## src/rtl/hazard_unit.sv

```systemverilog
// Hazard detection and forwarding for the 5-stage pipelined ARM core.
// Tracks E/M/W register addresses locally and counts load-use stalls and taken branches.
module hazard_unit #(
    parameter int RA_W  = 4,
    parameter int CNT_W = 16
) (
    input  logic             clk,
    input  logic             reset,
    input  logic [RA_W-1:0]  RA1D,
    input  logic [RA_W-1:0]  RA2D,
    input  logic [RA_W-1:0]  WA3D,
    input  logic             RegWriteM,
    input  logic             RegWriteW,
    input  logic             MemtoRegE,
    input  logic             PCSrcD,
    input  logic             PCSrcE,
    input  logic             PCSrcM,
    input  logic             PCSrcW,
    input  logic             BranchTakenE,
    output logic [1:0]       ForwardAE,
    output logic [1:0]       ForwardBE,
    output logic             StallF,
    output logic             StallD,
    output logic             FlushD,
    output logic             FlushE,
    output logic [CNT_W-1:0] LdStallCount,
    output logic [CNT_W-1:0] BrFlushCount
);

    logic [RA_W-1:0]  ra1_e_r;
    logic [RA_W-1:0]  ra2_e_r;
    logic [RA_W-1:0]  wa3_e_r;
    logic [RA_W-1:0]  wa3_m_r;
    logic [RA_W-1:0]  wa3_w_r;
    logic [CNT_W-1:0] ld_stall_cnt_r;
    logic [CNT_W-1:0] br_flush_cnt_r;

    logic             ld_stall_s;
    logic             pc_wr_pend_s;
    logic             flush_e_s;

    // Memory stage wins over Writeback; R15 is deliberately not excluded.
    function automatic logic [1:0] fwd_sel(
        input logic [RA_W-1:0] ra,
        input logic [RA_W-1:0] wa_m,
        input logic [RA_W-1:0] wa_w,
        input logic            we_m,
        input logic            we_w
    );
        logic [1:0] sel;
        if (we_m && (ra == wa_m)) begin
            sel = 2'b10;
        end else if (we_w && (ra == wa_w)) begin
            sel = 2'b01;
        end else begin
            sel = 2'b00;
        end
        return sel;
    endfunction

    function automatic logic [CNT_W-1:0] sat_inc(input logic [CNT_W-1:0] cnt);
        logic [CNT_W-1:0] nxt;
        if (cnt == {CNT_W{1'b1}}) begin
            nxt = cnt;
        end else begin
            nxt = cnt + {{(CNT_W-1){1'b0}}, 1'b1};
        end
        return nxt;
    endfunction

    // Stall, flush and forwarding decisions from the current stage contents.
    always_comb begin
        ld_stall_s   = MemtoRegE & ((RA1D == wa3_e_r) | (RA2D == wa3_e_r));
        pc_wr_pend_s = PCSrcD | PCSrcE | PCSrcM;
        flush_e_s    = ld_stall_s | BranchTakenE;
        StallF       = ld_stall_s | pc_wr_pend_s;
        StallD       = ld_stall_s;
        FlushD       = pc_wr_pend_s | PCSrcW | BranchTakenE;
        FlushE       = flush_e_s;
        ForwardAE    = fwd_sel(ra1_e_r, wa3_m_r, wa3_w_r, RegWriteM, RegWriteW);
        ForwardBE    = fwd_sel(ra2_e_r, wa3_m_r, wa3_w_r, RegWriteM, RegWriteW);
    end

    // Address pipeline; a stalled slot is always flushed, so no hold path is needed.
    always_ff @(posedge clk or posedge reset) begin
        if (reset) begin
            ra1_e_r <= {RA_W{1'b0}};
            ra2_e_r <= {RA_W{1'b0}};
            wa3_e_r <= {RA_W{1'b0}};
            wa3_m_r <= {RA_W{1'b0}};
            wa3_w_r <= {RA_W{1'b0}};
        end else begin
            if (flush_e_s) begin
                ra1_e_r <= {RA_W{1'b0}};
                ra2_e_r <= {RA_W{1'b0}};
                wa3_e_r <= {RA_W{1'b0}};
            end else begin
                ra1_e_r <= RA1D;
                ra2_e_r <= RA2D;
                wa3_e_r <= WA3D;
            end
            wa3_m_r <= wa3_e_r;
            wa3_w_r <= wa3_m_r;
        end
    end

    // Saturating event counters for load-use stalls and taken branches.
    always_ff @(posedge clk or posedge reset) begin
        if (reset) begin
            ld_stall_cnt_r <= {CNT_W{1'b0}};
            br_flush_cnt_r <= {CNT_W{1'b0}};
        end else begin
            if (ld_stall_s) begin
                ld_stall_cnt_r <= sat_inc(ld_stall_cnt_r);
            end else begin
                ld_stall_cnt_r <= ld_stall_cnt_r;
            end
            if (BranchTakenE) begin
                br_flush_cnt_r <= sat_inc(br_flush_cnt_r);
            end else begin
                br_flush_cnt_r <= br_flush_cnt_r;
            end
        end
    end

    assign LdStallCount = ld_stall_cnt_r;
    assign BrFlushCount = br_flush_cnt_r;

endmodule

```

## config.mk

```make
export PLATFORM = sky130hd
export DESIGN_NAME = hazard_unit
export DESIGN_NICKNAME = d
export VERILOG_FILES = /design/src/rtl/hazard_unit.sv
export SDC_FILE = /design/constraint.sdc
export NUM_CORES = 1
export LEC_CHECK = 0
export BUFFER_PORTS_ARGS = -buffer_cell sky130_fd_sc_hd__buf_4
export CAP_MARGIN = 20
export CORE_MARGIN = 2
export CORE_UTILIZATION = 52
export CTS_CLUSTER_SIZE = 10
export DETAILED_ROUTE_END_ITERATION = 12
export PLACE_DENSITY_LB_ADDON = 0.1
export SYNTH_ARGS = -nofsm -noshare
export SYNTH_HDL_FRONTEND = slang
export SYNTH_SLANG_ARGS = --single-unit
```

## constraint.sdc

```tcl
create_clock -name clk -period 2.2 [get_ports clk]
set_input_delay 0.33 -clock clk [delete_from_list [all_inputs] [get_ports clk]]
set_output_delay 0.33 -clock clk [all_outputs]
set_load 0.02 [all_outputs]
```

==> parameters.txt, run 1 <==
Parameter                              Value

Outcome
  Result of the run ... finished, final reports clean

Place
  Placed insts ... 327
  Worst slack after detailed placement ... 0.166 ns
  Number of I/O port buffers ... 61
  DP Area ... 0.00292 mm2
  Detailed Place HPWL ... 3.35 mm
  RePlAce Congestion ... 0.818

Logic synthesis
  Average size of a mapped cell ... 11.2 um2
  Area share of the leading cell type in the synthesized netlist ... 0.544
  Most numerous cell types in the synthesized netlist ... 52 x dfrtp_1, 25 x xor2_1, 24 x xnor2_1, 17 x nand3_1, 16 x nand2_1
  Number of storage elements in the synthesis netlist ... 52
  Part of the Yosys area used for sequential elements ... 0.544
  Share of flip-flops with an asynchronous set or reset ... 1.00
  Number of synthesized flops with an enable pin ... 0
  Largest area contributor in the netlist ... dfrtp_1
  Number of nets produced by synthesis ... 237
  Cell types with the largest area share after synthesis ... dfrtp_1 54%, xor2_1 9.2%, xnor2_1 8.8%
  Leading cell type by number of instances after synthesis ... dfrtp_1
  Cell area after synthesis ... 0.00239 mm2
  Count of warnings emitted by yosys ... 0
  Cell count after synthesis ... 213
  Count of unique library cells instantiated by Yosys ... 29
  Most instantiated flip-flop cell in the synthesis netlist ... dfrtp_1

Cells and area
  Diodes inserted ... 0
  Number of standard cells in the layout, taps in and fillers out ... 335
  Signed area change from the synthesized netlist to the final layout ... 26.1%
  Fraction of final layout cells sized beyond drive strength 1 ... 0.283
  Final core occ ... 0.688
  Final std cell area, no fill ... 0.00302 mm2
  Final-layout fill cell count ... 359
  Final Net Count ... 307

STA
  Post-Route Skew ... 0.00446 ns
  Max frequency ... 0.494 GHz
  Final Cycle Share ... 0.920
  Setup violators final ... 0
  Unrepaired setup endpoints after global routing ... no
  Final-report max-slew violation count ... 0
  Max-Slew Margin vs Limit ... 0.730
  Post-route setup TNS ... 0 ns
  Minimum setup slack in the final design ... 0.176 ns
  Time the final worst path needs with I/O delays and setup ... 2.02 ns
  Number of endpoints with negative hold slack in the final report ... 0
  Worst hold slack ... 0.238 ns
  Worst Max-Slew Pin Slew ... 0.403 ns

Route
  DRT antenna net count ... 0
  Via total after detailed routing ... 1696
  Length of the first detailed-routing pass in iterations ... 4
  Wire length per cell after detailed routing ... 12.9 um
  Total DRC errors in the routed layout ... 0
  Detailed Route Iter0 Violations ... 95
  Via density per instance ... 5.06
  Aggregate routed wire length ... 4.32 mm

Global route
  Global-route track usage on met1 ... 0.246
  Remaining global-route overflow ... 0
  Layer with the highest usage after global routing ... met2
  Met2 layer usage reported by global route ... 0.298
  Initial antenna violation count ... 0
  Largest net degree at the start of global routing ... 25
  Met3 usage in global routing ... 0.0380
  Number of global-route vias before repair ... 1645
  Overall fraction of global-route tracks in use ... 0.183
  First-pass GRT wire length ... 7.45 mm

Setup path
  Cell-by-cell trace of the critical path ... xor2_1 -> nor4_2 -> o21ai_2 -> inv_1 -> nor2_4 -> inv_1 -> buf_4
  Worst setup EP type ... output port
  Setup crit start kind ... flop
  Most frequent CP cell ... inv_1
  Arrival @ worst endpoint ... 1.69 ns
  Kind of cell with the highest combined delay on the critical path ... flip-flops
  Worst Path Max Fanout ... 13
  Critical path buffer and inverter count ... 3
  CP max-delay cell ... dfrtp_1
  Path length in cells of the critical path ... 7
  Crit path required time ... 1.87 ns
  Logic depth of the worst register-to-register path ... 7
  Slowest Stage Delay on Critical Path ... 0.42 ns
  Critical path class ... flop to output port

Floorplanning
  Area enclosed by the die boundary ... 0.00516 mm2
  Overall die height ... 71.8 um
  Cell Rows ... 24
  Core region area ... 0.00438 mm2
  Ports placed on the boundary ... 62
  Die outline width ... 71.8 um
  Effective utilization at floorplan ... 0.546

Clock network
  Buffer type at the clock tree root ... clkbuf_8
  Cts bufs inserted ... 5
  Clock latency of the later-clocked register in the worst-skew pair ... 0.29 ns
  CTS tree ... built
  Maximum level of the CTS H-tree ... 2
  Post-CTS Setup Inserts ... 0
  Worst-case clock buffer depth ... 2
  Number of sinks driven by the clock tree ... 52
  CTS clock-pin slew for the worst setup and hold paths ... 0.08 ns

Power and ir drop
  Switching Share ... 0.315
  Part of the total power dissipated in combinational logic ... 0.256
  Cell-internal power ... 1.57 mW
  Clk pwr share ... 0.216
  Leakage dissipation ... 1.51 nW
  Power Dens Cells ... 760 mW/mm2
  Peak ir drop on the vdd network ... 0.594 mV
  Post-layout total power ... 2.29 mW
  Total net switching power ... 0.722 mW
  Sequential Power Share ... 0.528

Flow run
  MaxCap Viol Count ... 0

Min path
  Hold Crit Class ... input port to flop
  Min-Delay Path Depth ... 2
==> sequential cells by signal (all words and copies together) (netlist names) <==
signal and cells:
BrFlushCount 16, LdStallCount 16, ra1_e_r 4, ra2_e_r 4
wa3_e_r 4, wa3_m_r 4, wa3_w_r 4
==> area by class of cell <==
type	count	area, um2	area share
Tap cell	52	65.1	0.0216
Inverter	5	18.8	0.00622
Sequential cell	52	1300	0.431
Timing Repair Buffer	65	490	0.163
Clock buffer	6	72.6	0.0241
Clock inverter	1	5.00	0.00166
Multi-Input combinational cell	154	1060	0.353
==> cells by family (layout without fill, tap and decap cells) <==
| family | Yosys count | in the layout | synth area share |
|---|---|---|---|
| flops | 52 | 52 | 0.544 |
| buf+inv | 7 | 77 | 0.0146 |
| fa+ha+maj | 2 | 2 | 0.0105 |
| xor+xnor | 49 | 49 | 0.179 |
| mux | 3 | 3 | 0.0141 |
| compound gates | 10 | 10 | 0.0345 |
| simple gates | 90 | 90 | 0.203 |
==> final timing paths <==
| check | endpoint | start | slack [ns] |
|---|---|---|---|
| setup / recovery | FlushE | wa3_e_r[1]$_DFF_PP0_ | 0.18 |
| hold / removal | wa3_e_r[1]$_DFF_PP0_ | WA3D[1] | 0.24 |
| setup reg to reg | LdStallCount[11]$_DFFE_PP0P_ | wa3_e_r[1]$_DFF_PP0_ | 0.28 |
| hold reg to reg | wa3_w_r[0]$_DFF_PP0_ | wa3_m_r[0]$_DFF_PP0_ | 0.44 |
| max in group asynchronous | ra1_e_r[3]$_DFF_PP0_ | reset | 1.12 |
| min in group asynchronous | LdStallCount[13]$_DFFE_PP0P_ | reset | 0.51 |
==> cells in the final DEF, fill, tap and decap left out, types with 4 or more instances in the layout <==
cell,instances
nand3_1,17
xor2_1,25
dfrtp_1,52
xnor2_1,24
inv_1,4
and3_1,7
nand2_1,16
nand4_1,13
buf_4,64
and2_1,13
clkbuf_8,5
nor2_1,11
==> layer usage <==
metal,vias to the layer above,part of all wire
li1,857,-
met1,798,0.44
met2,34,0.50
met4,0,0.013
met3,7,0.044
met5,-,0
==> power by group through the flow <==
stage / Sequential (mW) / Combinational (mW) / Clock [mW]
after global routing: 1.23 / 0.643 / 0.554
after global placement: 1.23 / 0.584 / 0
after detailed placement: 1.23 / 0.590 / 0
final: 1.21 / 0.586 / 0.495
after floorplan: 1.32 / 0.238 / 0
after CTS: 1.21 / 0.595 / 0.514
==> what timing repair did <==
action,4_1_cts,5_1_grt
hold endpoints to repair,11,0
pin swaps,0,0
resized for setup,1,1
setup endpoints to repair,1,1
hold buffers,1,0
Note: power is estimated with default switching activity, not from simulation.
==> inputs of run 2 (changes only) <==
--- a/config.mk
+++ b/config.mk
@@ -8,9 +8,10 @@
 export BUFFER_PORTS_ARGS = -buffer_cell sky130_fd_sc_hd__buf_4
 export CAP_MARGIN = 20
 export CORE_MARGIN = 2
-export CORE_UTILIZATION = 52
+export CORE_UTILIZATION = 30
 export CTS_CLUSTER_SIZE = 10
 export DETAILED_ROUTE_END_ITERATION = 12
+export GPL_TIMING_DRIVEN = 0
 export PLACE_DENSITY_LB_ADDON = 0.1
 export SYNTH_ARGS = -nofsm -noshare
 export SYNTH_HDL_FRONTEND = slang
==> parameters.txt, run 2 (synthesized netlist as in run 1, its figures left out) <==
Parameter                              Value

Outcome
  Result of the run ... finished, final reports clean

Global route
  Number of global-route vias before repair ... 1730 (+5.2%)
  Largest net degree at the start of global routing ... 30 (+20%)
  Initial antenna violation count ... 0 (unchanged)
  First-pass GRT wire length ... 8.36 mm (+12%)
  Overall fraction of global-route tracks in use ... 0.123 (-0.0598)
  Remaining global-route overflow ... 0 (unchanged)

Flow run
  MaxCap Viol Count ... 0 (unchanged)

Power and ir drop
  Total net switching power ... 0.760 mW (+5.3%)
  Power Dens Cells ... 751 mW/mm2 (-1.1%)
  Leakage dissipation ... 1.55 nW (+2.4%)
  Switching Share ... 0.320 (+0.00478)
  Cell-internal power ... 1.62 mW (+3.0%)
  Clk pwr share ... 0.234 (+0.018)
  Sequential Power Share ... 0.512 (-0.016)
  Peak ir drop on the vdd network ... 0.357 mV (-40%)
  Part of the total power dissipated in combinational logic ... 0.254 (-0.002)
  Post-layout total power ... 2.38 mW (+3.7%)

Floorplanning
  Die outline width ... 93.3 um (+30%)
  Core region area ... 0.00773 mm2 (+76%)
  Effective utilization at floorplan ... 0.310 (-0.236)
  Cell Rows ... 32 (+33%)
  Area enclosed by the die boundary ... 0.00870 mm2 (+69%)
  Overall die height ... 93.3 um (+30%)
  Ports placed on the boundary ... 62 (unchanged)

Route
  Wire length per cell after detailed routing ... 13.0 um (+1.1%)
  Length of the first detailed-routing pass in iterations ... 4 (unchanged)
  Via total after detailed routing ... 1729 (+1.9%)
  DRT antenna net count ... 0 (unchanged)
  Total DRC errors in the routed layout ... 0 (unchanged)
  Detailed Route Iter0 Violations ... 60 (-37%)
  Via density per instance ... 4.43 (-12%)
  Aggregate routed wire length ... 5.09 mm (+18%)

Cells and area
  Final-layout fill cell count ... 787 (+120%)
  Final std cell area, no fill ... 0.00316 mm2 (+4.9%)
  Most common cell after layout, fill and taps aside ... buf_4
  Commonest cells after routing, fill and taps aside ... 66 x buf_4, 52 x dfrtp_1, 24 x xnor2_1
  Signed area change from the synthesized netlist to the final layout ... 32.3%
  Diodes inserted ... 0 (unchanged)
  Final core occ ... 0.409 (-0.279)
  Final Net Count ... 311 (+1.3%)
  Fraction of final layout cells sized beyond drive strength 1 ... 0.316 (+0.0333)

Place
  DP Area ... 0.00300 mm2 (+2.6%)
  RePlAce Congestion ... 0.723 (-12%)
  Detailed Place HPWL ... 3.80 mm (+14%)
  Number of I/O port buffers ... 61 (unchanged)

Setup path
  Crit path required time ... 1.87 ns (about the same)
  Path length in cells of the critical path ... 6 (-1)
  Slowest Stage Delay on Critical Path ... 0.43 ns (about the same)
  Kind of cell with the highest combined delay on the critical path ... flip-flops
  Cell-by-cell trace of the critical path ... xor2_1 -> nor4_2 -> o21ai_2 -> buf_4 -> nand2_1 -> buf_4
  Critical path buffer and inverter count ... 2 (-1)
  Arrival @ worst endpoint ... 1.69 ns (about the same)
  Logic depth of the worst register-to-register path ... 8 (+1)
  CP max-delay cell ... dfrtp_1
  Worst setup EP type ... output port
  Most frequent CP cell ... buf_4
  Setup crit start kind ... flop
  Worst Path Max Fanout ... 5 (-8)
  Critical path class ... flop to output port

STA
  Unrepaired setup endpoints after global routing ... no
  Number of endpoints with negative hold slack in the final report ... 0 (unchanged)
  Max frequency ... 0.494 GHz (about the same)
  Time the final worst path needs with I/O delays and setup ... 2.02 ns (-0.00133 ns)
  Worst Max-Slew Pin Slew ... 0.554 ns (+0.150 ns)
  Final-report max-slew violation count ... 0 (unchanged)
  Max-Slew Margin vs Limit ... 0.630 (-0.0998)
  Final Cycle Share ... 0.920 (about the same)
  Post-Route Skew ... 0.00464 ns (+0.000184 ns)
  Setup violators final ... 0 (unchanged)

Clock network
  Worst-case clock buffer depth ... 2 (unchanged)
  Number of buffers added to fix hold violations after cts ... 0 (-1)
  CTS tree ... built
  Buffer type at the clock tree root ... clkbuf_8
  Clock latency of the later-clocked register in the worst-skew pair ... 0.30 ns (about the same)
  Number of sinks driven by the clock tree ... 52 (unchanged)
  CTS clock-pin slew for the worst setup and hold paths ... 0.09 ns (about the same)
  Cts bufs inserted ... 5 (unchanged)
  Maximum level of the CTS H-tree ... 2 (unchanged)

Min path
  Hold Crit Class ... input port to asynchronous set/reset pin
run 2: cell types whose count changed in the layout (fill, tap and decap cells not counted), sizes merged:
cell,change
buf,+5
dlygate4sd3,-1
clkinv,+1
run 2: repair_timing:
| item | CTS | global route |
|---|---|---|
| pin swaps | 4 | 7 |
| setup buffers | 2 | 4 |
| setup endpoints to repair | 1 | 1 |
| resized for setup | 5 | 4 |
run 2: final cells by class:
class	instances	area, um2	share of cell area
Tap cell	102	128	0.0403
Multi-Input combinational cell	154	1090	0.343
Sequential cell	52	1300	0.411
Clock buffer	6	82.6	0.0261
Buffer	1	11.3	0.00356
Inverter	5	18.8	0.00593
Timing Repair Buffer	68	527	0.166
Clock inverter	2	10.0	0.00316
run 2: metal layers:
layer | track usage | up-vias | wire length (um)
li1 | - | 865 | -
met4 | 0.0368 | 0 | 55
met3 | 0.0322 | 4 | 237
met1 | 0.159 | 825 | 2340
met5 | 0 | - | 0
met2 | 0.201 | 35 | 2460
run 2: worst paths after layout:
| path | start | end | slack, ns |
|---|---|---|---|
| max | wa3_e_r[2]$_DFF_PP0_ | StallF | 0.18 |
| min | reset | BrFlushCount[7]$_DFFE_PP0P_ | 0.07 |
| max reg2reg | wa3_e_r[2]$_DFF_PP0_ | LdStallCount[5]$_DFFE_PP0P_ | 0.27 |
| min reg2reg | wa3_e_r[3]$_DFF_PP0_ | wa3_m_r[3]$_DFF_PP0_ | 0.44 |
| max in group asynchronous | reset | wa3_e_r[1]$_DFF_PP0_ | 1.57 |
| min in group clk | WA3D[2] | wa3_e_r[2]$_DFF_PP0_ | 0.24 |
run 2: power groups by stage:
| stage | sequential [mW] | combinational (mW) | clock (mW) |
|---|---|---|---|
| 2_1_floorplan | 1.32 | 0.238 | 0 |
| 3_3_place_gp | 1.24 | 0.591 | 0 |
| 3_5_place_dp | 1.24 | 0.598 | 0 |
| 4_1_cts | 1.22 | 0.608 | 0.591 |
| 5_1_grt | 1.24 | 0.668 | 0.632 |
| 6_report | 1.22 | 0.604 | 0.555 |
run 2: stage by stage:
step / setup TNS [ns] / setup slack (ns) / hold slack, ns / std cells
2_1_floorplan: 0 / 0.240 / 0.409 / 213
3_3_place_gp: -9.65 / -0.187 / 0.424 / 376
3_5_place_dp: -0.101 / -0.101 / 0.423 / 377
4_1_cts: 0 / 0.0253 / 0.0950 / 387
5_1_grt: 0 / 0.0628 / 0.107 / 390
6_report: 0 / 0.177 / 0.0742 / 390
